`config.mk`:
```
export PLATFORM = sky130hd
export DESIGN_NAME = imm_fold
export DESIGN_NICKNAME = d
export VERILOG_FILES = /design/src/rtl/imm_fold_pkg.sv /design/src/rtl/imm_fold_match.sv /design/src/rtl/imm_fold.sv
export SDC_FILE = /design/constraint.sdc
export NUM_CORES = 1
export LEC_CHECK = 0
export BUFFER_PORTS_ARGS = -buffer_cell sky130_fd_sc_hd__buf_2
export CAP_MARGIN = 5
export CORE_MARGIN = 5
export CORE_UTILIZATION = 30
export CTS_CLUSTER_SIZE = 12
export DETAILED_ROUTE_END_ITERATION = 10
export GPL_ROUTABILITY_DRIVEN = 1
export GPL_TIMING_DRIVEN = 0
export SLEW_MARGIN = 20
export SYNTH_ARGS = -nofsm -noshare
export SYNTH_HDL_FRONTEND = slang
export SYNTH_HIERARCHICAL = 1
export SYNTH_SLANG_ARGS = --single-unit
```
`constraint.sdc`:
```
create_clock -name clk -period 2.4 [get_ports clk]
set_input_delay 0.36 -clock clk [delete_from_list [all_inputs] [get_ports clk]]
set_output_delay 0.36 -clock clk [all_outputs]
set_load 0.005 [all_outputs]
```
`src/rtl/imm_fold_pkg.sv`:
```
// imm_fold_pkg -- shared definitions for the immediate folder.
//   EOP_*        : extension-mode encodings of the immediate extender
//   state_t      : FSM state encodings of imm_fold
//   imm_ext()    : the forward extender (imm, EOp -> 32-bit value)
package imm_fold_pkg;

  localparam logic [1:0] EOP_SEXT     = 2'b00;  // sign-extend imm
  localparam logic [1:0] EOP_ZEXT     = 2'b01;  // zero-extend imm
  localparam logic [1:0] EOP_LUI      = 2'b10;  // imm in [31:16], low half zero
  localparam logic [1:0] EOP_SEXT_SL2 = 2'b11;  // sign-extend, then << 2

  localparam logic [1:0] LAST_MODE = EOP_SEXT_SL2;

  typedef enum logic [1:0] {
    ST_IDLE = 2'b00,
    ST_SCAN = 2'b01,
    ST_DONE = 2'b10
  } state_t;

  function automatic logic [31:0] imm_ext(input logic [15:0] imm, input logic [1:0] eop);
    logic [31:0] ext;
    ext = {{16{imm[15]}}, imm};
    case (eop)
      EOP_SEXT:     ext = {{16{imm[15]}}, imm};
      EOP_ZEXT:     ext = {16'h0000, imm};
      EOP_LUI:      ext = {imm, 16'h0000};
      EOP_SEXT_SL2: ext = {{14{imm[15]}}, imm, 2'b00};
      default:      ext = {{16{imm[15]}}, imm};
    endcase
    return ext;
  endfunction

endpackage

```
`src/rtl/imm_fold_match.sv`:
```
// imm_fold_match -- combinational check of one extension mode.
//   value [31:0] : constant being folded
//   mode  [1:0]  : extension mode under test
//   match        : extending imm under mode reproduces value exactly
//   imm   [15:0] : candidate immediate taken from value for this mode
module imm_fold_match
  import imm_fold_pkg::*;
(
  input  logic [31:0] value,
  input  logic [1:0]  mode,
  output logic        match,
  output logic [15:0] imm
);

  // Pick the only field that could encode value under this mode, then
  // push it back through the real extender: a round trip that returns
  // value is exactly the match condition for every mode.
  always_comb begin
    imm = value[15:0];
    case (mode)
      EOP_SEXT:     imm = value[15:0];
      EOP_ZEXT:     imm = value[15:0];
      EOP_LUI:      imm = value[31:16];
      EOP_SEXT_SL2: imm = value[17:2];
      default:      imm = value[15:0];
    endcase
  end

  assign match = (imm_ext(imm, mode) == value);

endmodule

```
`src/rtl/imm_fold.sv`:
```
// imm_fold -- inverse of the immediate extender: finds (imm, EOp) such that
// extending imm under EOp reproduces a 32-bit constant. One mode is tried
// per cycle in order 00..11; the lowest matching mode wins.
//   clk, reset   : clock, synchronous active-high reset
//   start, value : fold request; value sampled on the accepting edge
//   busy         : FSM in SCAN
//   done         : one-cycle result pulse
//   found/imm/EOp: result, held until the next accepted start
// Build option: define IMM_FOLD_EARLY_EXIT_EN to finish the scan on the
// first match instead of always evaluating all four modes.
module imm_fold
  import imm_fold_pkg::*;
(
  input  logic        clk,
  input  logic        reset,
  input  logic        start,
  input  logic [31:0] value,
  output logic        busy,
  output logic        done,
  output logic        found,
  output logic [15:0] imm,
  output logic [1:0]  EOp
);

  state_t      state_q, state_d;
  logic [31:0] val_q;
  logic [1:0]  mode_q;
  logic        m_hit;
  logic [15:0] m_imm;
  logic        accept, rec, last;

  imm_fold_match u_match (
    .value (val_q),
    .mode  (mode_q),
    .match (m_hit),
    .imm   (m_imm)
  );

  // start is only honoured outside SCAN, so a running scan is never disturbed.
  assign accept = start && (state_q != ST_SCAN);
  // Only the first match is recorded; found guards later (higher) modes.
  assign rec    = (state_q == ST_SCAN) && m_hit && !found;
  assign last   = (mode_q == LAST_MODE);

  always_comb begin
    state_d = state_q;
    case (state_q)
      ST_IDLE: if (start) state_d = ST_SCAN;
`ifdef IMM_FOLD_EARLY_EXIT_EN
      ST_SCAN: if (rec || last) state_d = ST_DONE;
`else
      ST_SCAN: if (last) state_d = ST_DONE;
`endif
      ST_DONE: state_d = start ? ST_SCAN : ST_IDLE;
      default: state_d = ST_IDLE;
    endcase
  end

  always_ff @(posedge clk) begin
    if (reset) begin
      state_q <= ST_IDLE;
      val_q   <= 32'h0;
      mode_q  <= 2'b00;
      found   <= 1'b0;
      imm     <= 16'h0000;
      EOp     <= 2'b00;
    end else begin
      state_q <= state_d;
      if (accept) begin
        val_q  <= value;
        mode_q <= 2'b00;
        found  <= 1'b0;
        imm    <= 16'h0000;
        EOp    <= 2'b00;
      end else if (state_q == ST_SCAN) begin
        mode_q <= mode_q + 2'd1;
        if (rec) begin
          found <= 1'b1;
          imm   <= m_imm;
          EOp   <= mode_q;
        end
      end
    end
  end

  // Pure decodes of the state register: no path from start.
  assign busy = (state_q == ST_SCAN);
  assign done = (state_q == ST_DONE);

endmodule
```
==> impl_metrics.env <==
export IMPL_antenna_cells=0
export IMPL_finalSetupTns_ns=0
export IMPL_utilization=0.362
export IMPL_vias_per_cell=5.03
export IMPL_layout_common_cells="buf_2, dfxtp_1, a21oi_1"
export IMPL_grt_pass1_wl_um=11900
export IMPL_fin_crit_sh=0.922
export IMPL_grt_max_degree=16
export IMPL_final_max_slew_viol_count=0
export IMPL_path_class="reg -> reg"
export IMPL_fin_hold_ws_ns=0.289
export IMPL_end_kind="flip-flop"
export IMPL_finalWirelength_um=7140
export IMPL_drc_errors=0
export IMPL_cts_clk_slew_worst_paths_ns=0.09
export IMPL_outcome="completed"
export IMPL_ys_warnings_count=6
export IMPL_power_mw=1.77
export IMPL_grt_ovfl_total=0
export IMPL_cpPeakStageDelay_ns=0.56
export IMPL_critPathLaunchType="flip-flop"
export IMPL_antenna_found_initial=0
export IMPL_syn_to_final_growth_pct=18.3
export IMPL_gp_congestion=0.891
export IMPL_peakVddDrop_mv=0.222
export IMPL_cts_tree="yes"
export IMPL_yosysSeqAreaShare=0.415
export IMPL_synth_edff_count=0
export IMPL_synth_cell_types=35
export IMPL_dr_pass1_iters=4
export IMPL_dieArea_sq_mm=0.0108
export IMPL_period_needed_ns=2.21
export IMPL_dpl_hpwl_um=5550
export IMPL_clock_root_buffer="clkbuf_8"
export IMPL_grt_pass1_vias=2450
export IMPL_maxCapViolCount=0
export IMPL_ant_nets=0
export IMPL_rsz0062_at_grt="no"
export IMPL_slowest_stage="or4_4"
export IMPL_drive_above_1_share=0.261
export IMPL_netlist_instances=330
export IMPL_ys_seq_elements=55
export IMPL_fp_dieH_um=104
export IMPL_clk_path_buf_depth=2
export IMPL_wire_per_inst_um=14.3
export IMPL_core_rowCount=34
export IMPL_syn_nets=366
export IMPL_worstPathCellList="or4_4 -> nor4_2 -> a31oi_1 -> nor4_2 -> and4bb_1 -> buf_4 -> buf_4 -> nand2_1 -> a21oi_2"
export IMPL_nets=426
export IMPL_worst_slack_ns=0.187
export IMPL_grtUsageTotal=0.132
export IMPL_htreeDepth=2
export IMPL_slew_headroom=0.695
export IMPL_portBuffers=53
export IMPL_synthArstFlopShare=0
export IMPL_path_delay_family="simple AND/OR/NAND/NOR gates"
export IMPL_power_per_cell_area_mw_per_mm2=563
export IMPL_drt_iter0_drc=141
export IMPL_hold_viol_final=0
export IMPL_final_common_cell="buf_2"
export IMPL_core_sq_mm=0.00868
export IMPL_cp_max_fo=10
export IMPL_io_pins=56
export IMPL_tightestPinTransition_ns=0.457
export IMPL_skew_ns=0.00511
export IMPL_insertion_delay_ns=0.31
export IMPL_ys_flop_type="dfxtp_1"
export IMPL_critPathBufInv=2
export IMPL_numCtsBuffers=5
export IMPL_avgSynthCellArea_sq_um=8.05
export IMPL_clock_sinks=55
export IMPL_start_util=0.306
export IMPL_min_path_type="in -> reg"
export IMPL_arrival_ns=2.47
export IMPL_die_w_um=104
export IMPL_place_ws_ns=0.204
export IMPL_fmax_mhz=452
export IMPL_worstPathRequired_ns=2.65
export IMPL_setup_violations=0
export IMPL_netlist_area_sq_mm=0.00266
export IMPL_power_leakage_nw=1.15
export IMPL_vias=2509
==> path summary, 6_finish.rpt <==
| kind | from | to | slack [ns] | depth (start not counted) |
|---|---|---|---|---|
| hold / removal | value[28] | val_q[28] | 0.29 | 3 |
| setup / recovery | val_q[31] | imm[8] | 0.19 | 9 |
| setup reg to reg | val_q[31] | imm[8] | 0.19 | 9 |
| hold reg to reg | imm[15] | imm[15] | 0.47 | 2 |
==> cell families (layout without fill, tap and decap cells) <==
logic type	Yosys count	in the layout	synth area share
compound gates	109	109	0.237
xor+xnor	1	1	0.00330
fa+ha+maj	1	1	0.00471
buf+inv	34	95	0.0702
flops	55	55	0.415
mux	16	16	0.0603
simple gates	114	114	0.210
==> layer usage <==
metal	GRT usage	vias to the layer above	share of wire
li1	-	1283	-
met1	0.177	1143	0.48
met2	0.206	70	0.44
met3	0.0354	13	0.063
met4	0.0435	0	0.020
met5	0	-	0
==> state kept, by name, indices dropped and copies added (netlist names) <==
register  count
mode_q        2
val_q        32
EOp           2
state_q       2
found         1
imm          16
==> report_power, final <==
group          internal (mW)  switching, mW
sequential             0.949         0.0477
clock                  0.206          0.293
combinational          0.118          0.155
total                   1.27          0.495
==> cell type report <==
type / instances / area [sq um]
well taps: 108 / 135
flip-flops and latches: 55 / 1100
clock inverters: 1 / 5.00
repair buffers: 53 / 265
clock buffers: 7 / 76.3
multi-input cells: 241 / 1370
plain buffers: 30 / 169
inverters: 4 / 20.0
fillers: 965 / 5540
==> repair_timing <==
action,CTS,global route
hold buffers,0,0
gates resized for setup,0,2
setup endpoints to repair,0,9
buffers inserted,0,0
==> worst min-delay path, delay by kind of cell <==
family	cells	cell delay [ns]
buffers and inverters	1	0.09
AO/OA/AOI/OAI	1	0.05
AND/OR/NAND/NOR	1	0.05
==> stage by stage <==
stage	cell area [sq um]	instances
3_5_place_dp	3060	491
3_3_place_gp	3060	491
6_report	3140	499
5_1_grt	3140	499
2_1_floorplan	2660	330
4_1_cts	3140	499
==> cell usage after synthesis (2+ instances only) <==
cell	number	area share
nand4_1	3	0.0071
buf_6	3	0.013
clkbuf_2	3	0.0057
o21ai_0	31	0.058
nor4_1	5	0.012
a21oi_1	50	0.094
nand2_1	38	0.054
buf_4	4	0.011
nor2_1	21	0.030
a31oi_1	3	0.0071
a21oi_2	18	0.059
nand2b_1	5	0.012
clkbuf_1	8	0.011
mux2i_1	16	0.060
nor3b_1	2	0.0057
buf_1	2	0.0028
nor4_2	2	0.0094
inv_1	3	0.0042
o21ai_1	2	0.0038
nand3_1	33	0.062
dfxtp_1	55	0.41
buf_2	10	0.019
Note: power is estimated with default switching activity, not from simulation.
